$ cat src/rtl/dds_nco.sv
// Quadrature NCO: phase accumulator, QPSK offset, quarter-wave sine table, sign stage.
// Optional macro DDS_NCO_DITHER_EN adds a 16-bit LFSR phase dither ahead of the table.
module dds_nco #(
    parameter int unsigned       ACC_W       = 32,
    parameter logic [ACC_W-1:0]  DEFAULT_FTW = ACC_W'(32'h0100_0000)
) (
    input  logic                clk,
    input  logic                rst_n,
    input  logic                ce,
    input  logic [ACC_W-1:0]    ftw_in,
    input  logic                ftw_load,
    input  logic [1:0]          sym_in,
    input  logic                sym_load,
    input  logic                phase_clr,
    output logic signed [7:0]   sin_out,
    output logic signed [7:0]   cos_out,
    output logic                sample_valid
);

    logic [ACC_W-1:0] acc;
    logic [ACC_W-1:0] ftw;
    logic [1:0]       sym;
    logic [7:0]       p1;
    logic             v1;
    logic [6:0]       sin_mag;
    logic [6:0]       cos_mag;
    logic             sin_neg;
    logic             cos_neg;
    logic             v2;
    logic [7:0]       base_addr;
    logic [7:0]       cos_addr;

    // round(127*sin(2*pi*k/256)) for k = 0..64
    function automatic logic [6:0] quarter_sine(input logic [6:0] k);
        logic [6:0] t;
        t = 7'd0;
        case (k)
            7'd0:  t = 7'd0;   7'd1:  t = 7'd3;   7'd2:  t = 7'd6;   7'd3:  t = 7'd9;
            7'd4:  t = 7'd12;  7'd5:  t = 7'd16;  7'd6:  t = 7'd19;  7'd7:  t = 7'd22;
            7'd8:  t = 7'd25;  7'd9:  t = 7'd28;  7'd10: t = 7'd31;  7'd11: t = 7'd34;
            7'd12: t = 7'd37;  7'd13: t = 7'd40;  7'd14: t = 7'd43;  7'd15: t = 7'd46;
            7'd16: t = 7'd49;  7'd17: t = 7'd51;  7'd18: t = 7'd54;  7'd19: t = 7'd57;
            7'd20: t = 7'd60;  7'd21: t = 7'd63;  7'd22: t = 7'd65;  7'd23: t = 7'd68;
            7'd24: t = 7'd71;  7'd25: t = 7'd73;  7'd26: t = 7'd76;  7'd27: t = 7'd78;
            7'd28: t = 7'd81;  7'd29: t = 7'd83;  7'd30: t = 7'd85;  7'd31: t = 7'd88;
            7'd32: t = 7'd90;  7'd33: t = 7'd92;  7'd34: t = 7'd94;  7'd35: t = 7'd96;
            7'd36: t = 7'd98;  7'd37: t = 7'd100; 7'd38: t = 7'd102; 7'd39: t = 7'd104;
            7'd40: t = 7'd106; 7'd41: t = 7'd107; 7'd42: t = 7'd109; 7'd43: t = 7'd111;
            7'd44: t = 7'd112; 7'd45: t = 7'd113; 7'd46: t = 7'd115; 7'd47: t = 7'd116;
            7'd48: t = 7'd117; 7'd49: t = 7'd118; 7'd50: t = 7'd120; 7'd51: t = 7'd121;
            7'd52: t = 7'd122; 7'd53: t = 7'd122; 7'd54: t = 7'd123; 7'd55: t = 7'd124;
            7'd56: t = 7'd125; 7'd57: t = 7'd125; 7'd58: t = 7'd126; 7'd59: t = 7'd126;
            7'd60: t = 7'd126; 7'd61: t = 7'd127; 7'd62: t = 7'd127; 7'd63: t = 7'd127;
            7'd64: t = 7'd127;
            default: t = 7'd0;
        endcase
        return t;
    endfunction

    // Odd quadrants read the quarter table mirrored about index 64.
    function automatic logic [6:0] table_mag(input logic [7:0] a);
        logic [6:0] k;
        k = a[6] ? (7'd64 - {1'b0, a[5:0]}) : {1'b0, a[5:0]};
        return quarter_sine(k);
    endfunction

`ifdef DDS_NCO_DITHER_EN
    logic [15:0] lfsr;

    always_ff @(posedge clk) begin
        if (!rst_n) begin
            lfsr <= 16'hACE1;
        end else if (ce) begin
            lfsr <= {lfsr[0] ^ lfsr[2] ^ lfsr[3] ^ lfsr[5], lfsr[15:1]};
        end
    end

    // Dither only perturbs the table address; the accumulator stays exact.
    assign base_addr = 8'((acc + (ACC_W'(lfsr) << 8)) >> (ACC_W - 8));
`else
    assign base_addr = acc[ACC_W-1 -: 8];
`endif

    assign cos_addr = p1 + 8'd64;

    // NOTE: sequential state uses <= so every stage samples the pre-edge value of its predecessor.
    always_ff @(posedge clk) begin
        if (!rst_n) begin
            acc <= '0;
            ftw <= DEFAULT_FTW;
            sym <= 2'd0;
        end else begin
            if (phase_clr) begin
                acc <= '0;
            end else if (ce) begin
                acc <= acc + ftw;
            end
            if (ftw_load) begin
                ftw <= ftw_in;
            end
            if (sym_load) begin
                sym <= sym_in;
            end
        end
    end

    // NOTE: stages 2/3 load only behind a valid sample, so outputs hold while ce is low.
    always_ff @(posedge clk) begin
        if (!rst_n) begin
            p1           <= 8'd0;
            v1           <= 1'b0;
            sin_mag      <= 7'd0;
            cos_mag      <= 7'd0;
            sin_neg      <= 1'b0;
            cos_neg      <= 1'b0;
            v2           <= 1'b0;
            sin_out      <= 8'sd0;
            cos_out      <= 8'sd0;
            sample_valid <= 1'b0;
        end else begin
            v1           <= ce;
            v2           <= v1;
            sample_valid <= v2;
            if (ce) begin
                p1 <= base_addr + {sym, 6'b0};
            end
            if (v1) begin
                sin_mag <= table_mag(p1);
                cos_mag <= table_mag(cos_addr);
                sin_neg <= p1[7];
                cos_neg <= cos_addr[7];
            end
            if (v2) begin
                sin_out <= sin_neg ? -$signed({1'b0, sin_mag}) : $signed({1'b0, sin_mag});
                cos_out <= cos_neg ? -$signed({1'b0, cos_mag}) : $signed({1'b0, cos_mag});
            end
        end
    end

endmodule

$ cat config.mk
export PLATFORM = sky130hd
export DESIGN_NAME = dds_nco
export DESIGN_NICKNAME = d
export VERILOG_FILES = /design/src/rtl/dds_nco.sv
export SDC_FILE = /design/constraint.sdc
export NUM_CORES = 1
export LEC_CHECK = 0
export BUFFER_PORTS_ARGS = -buffer_cell sky130_fd_sc_hd__buf_4
export CAP_MARGIN = 20
export CORE_UTILIZATION = 45
export CTS_CLUSTER_DIAMETER = 50
export DETAILED_ROUTE_END_ITERATION = 8
export PLACE_DENSITY_LB_ADDON = 0.08
export SLEW_MARGIN = 30
export SYNTH_ARGS = -nofsm -noshare
export SYNTH_HDL_FRONTEND = slang
export SYNTH_SLANG_ARGS = --single-unit
$ cat constraint.sdc
create_clock -name clk -period 3.05 [get_ports clk]
set_input_delay 0.61 -clock clk [delete_from_list [all_inputs] [get_ports clk]]
set_output_delay 0.61 -clock clk [all_outputs]
set_load 0.005 [all_outputs]
==> impl_metrics.json <==
{
  "global_route.overflow_total": 0,
  "core-area_um2": 15900,
  "antenna_found_initial": 0,
  "design.final.nets": 998,
  "sequentialPowerShare_pct": 46.1,
  "power.internal_mw": 2.42,
  "vias": 6340,
  "post_detailed_route_wirelength_per_cell_um": 16.0,
  "layout.cells.most_common": "dfxtp_1",
  "power.switching_fraction_pct": 28.0,
  "critPathLaunchType": "flip-flop",
  "drt_pass1_iterations": 5,
  "initial_core_util_pct": 46.1,
  "critical_path_peak_fanout": 5,
  "syn_avg_cell_area_um2": 8.52,
  "detailed_router_s_first_iteration_violation_count": 363,
  "cts_hold_buffers": 0,
  "maxClockFrequency_ghz": 0.349,
  "max_slew.worst_pin.slew_ns": 0.717,
  "area_growth_syn_to_layout_pct": 14.4,
  "clkTransAtPathRegs_ns": 0.08,
  "number_of_max_slew_violations_in_the_final_report": 0,
  "port-buffer-count": 56,
  "placement.setup.worst_slack_ns": 0.136,
  "run_status": "complete, no violations",
  "netlist_area_pre_place_um2": 7320,
  "fp.dieH_um": 130,
  "critPathRequiredTime_ns": 3.30,
  "pwr-share-clk_pct": 37.3,
  "power_density_nw_per_um2": 401,
  "finalClockSkew_ns": 0.0147,
  "fin_ws_ns": 0.186,
  "layout_worst_path_cycle_share_pct": 93.9,
  "maxCapViolCount": 0,
  "gpl.final_weighted_congestion": 0.877,
  "crit_path_end_kind": "flip-flop",
  "max-clock-path-buffers": 2,
  "total_leakage_power_nw": 3.64,
  "number_of_flops_mapped_to_enable_cells_by_yosys": 0,
  "postLayoutCoreUtil_pct": 52.7,
  "cts_buffers": 9,
  "worst_skew_pair.late_latency_ns": 0.36,
  "ys_seq_area_share_pct": 29.8,
  "ctsHtreeMaxLevel": 3,
  "yosys_register_bits": 109,
  "dieArea_um2": 16800,
  "route.detailed.vias_per_inst": 5.62,
  "layout-drive-gt1-share_pct": 15.7,
  "timing_hold_violations_final": 0,
  "cts_tree": "built",
  "grt_util_all_layers_pct": 22.4,
  "p_sw_mw": 0.941,
  "syn_inst": 859,
  "endpoint_arrival_time_on_the_critical_path_ns": 3.12,
  "hold_ws_ns": 0.464,
  "grt_pass1_wl_um": 29600,
  "finalSetupViolCount": 0,
  "timing.setup.critical_path_class": "flip-flop to flip-flop",
  "synth_ff_type": "dfxtp_1",
  "grt_setup_unrepaired": "false",
  "power.ir.vdd_worst_mv": 0.281,
  "clock_sink_count": 109,
  "grt_start_max_net_pins": 78,
  "antenna_cells": 0,
  "totalPowerFinal_mw": 3.36,
  "cts-root-buf": "clkbuf_16",
  "placedCellCount": 1109,
  "hp_class": "flip-flop to flip-flop",
  "tns_ns": 0,
  "place_hpwl_um": 13300,
  "final_cell_mix": "108 x dfxtp_1, 89 x buf_4, 77 x nor2_1, 70 x nand2_1, 65 x a21oi_1",
  "yosys_warnings": 0,
  "synth_cell_types": 81,
  "finish.instance_area_um2": 8380,
  "placement.cell_area_um2": 8010,
  "vias_in_the_first_global_route": 6066,
  "std_cell_rows": 46,
  "fin_crit_ns": 2.86,
  "die_w_um": 130,
  "fin_cells": 1129,
  "combPwrFrac_pct": 16.6,
  "final_antenna_net_count": 0,
  "wl_um": 18100,
  "remaining_routing_drc_violations": 0,
  "max_slew_headroom_pct": 52.0,
  "asyncSetResetFlopFracSynth_pct": 0,
  "synthesis.nets": 949,
  "floorplan.io_pins": 57
}
-- power groups by stage --
stage	sequential, mW	clock [mW]	combinational (mW)
2_1_floorplan	1.56	0	0.402
4_1_cts	1.55	1.29	0.558
3_5_place_dp	1.58	0	0.557
6_report	1.55	1.25	0.558
3_3_place_gp	1.58	0	0.545
5_1_grt	1.56	1.35	0.617
-- Yosys cell counts, types with 20 or more instances --
cell type	count	area, um2
xor2_1	20	175
o21ai_0	36	180
dfxtp_1	109	2180
nand2_1	70	263
nor2_1	77	289
nor2b_1	51	319
a21oi_1	65	325
ha_1	49	613
nor3_1	22	110
clkbuf_1	30	113
xnor2_1	25	219
mux2i_1	62	621
-- cells by family after synthesis --
logic type	synth area share, %
simple gates	18.0
compound gates	23.6
flops	29.8
buf+inv	4.10
mux	8.63
xor+xnor	7.25
fa+ha+maj	8.65
-- critical path, cell delays in order (launching register included) --
cell	delay, ns
dfxtp_1	0.35
ha_2	0.20
inv_1	0.06
fa_1	0.38
and2b_2	0.26
o2111ai_1	0.15
a21oi_2	0.20
o211a_1	0.21
a2bb2oi_4	0.25
a31oi_4	0.15
o22ai_2	0.16
mux2i_1	0.09
a311o_1	0.30
-- metal layers --
| metal | routed length [um] | part of all wire (%) | global-route usage [%] |
|---|---|---|---|
| met5 | 0 | 0 | 0 |
| met4 | 336 | 1.9 | 6.77 |
| met3 | 606 | 3.4 | 3.80 |
| met2 | 8700 | 48 | 39.1 |
| met1 | 8410 | 47 | 28.2 |
-- flip-flops by register name, summed over array words and instances (netlist names) --
signal and cells:
acc 32, cos_mag 7, cos_neg 1, cos_out 8
ftw 32, p1 8, sample_valid 1, sin_mag 7
sin_neg 1, sin_out 8, sym 2, v1 1
v2 1
-- final cells by class --
cell class              instances  area, um2
fillers                      1540       7510
flip-flops and latches        109       2180
repair buffers                 89        668
multi-input cells             680       4860
clock buffers                  10        239
clock inverters                 6       82.6
well taps                     216        270
inverters                      19       71.3
-- path summary, 6_finish.rpt --
kind                        startpoint                   end  slack, ns  depth (start not counted)
setup / recovery   ftw[0]$_SDFFE_PN0P_  acc[26]$_SDFFE_PP0P_       0.19                         12
hold / removal    acc[20]$_SDFFE_PP0P_  acc[20]$_SDFFE_PP0P_       0.46                          2
setup reg to reg   ftw[0]$_SDFFE_PN0P_  acc[26]$_SDFFE_PP0P_       0.19                         12
hold reg to reg   acc[20]$_SDFFE_PP0P_  acc[20]$_SDFFE_PP0P_       0.46                          2
-- repair_timing --
item,4_1_cts,5_1_grt
setup buffers,0,4
endpoints found under the setup margin,0,3
resized for setup,0,4
Note: power is estimated with default switching activity, not from simulation.
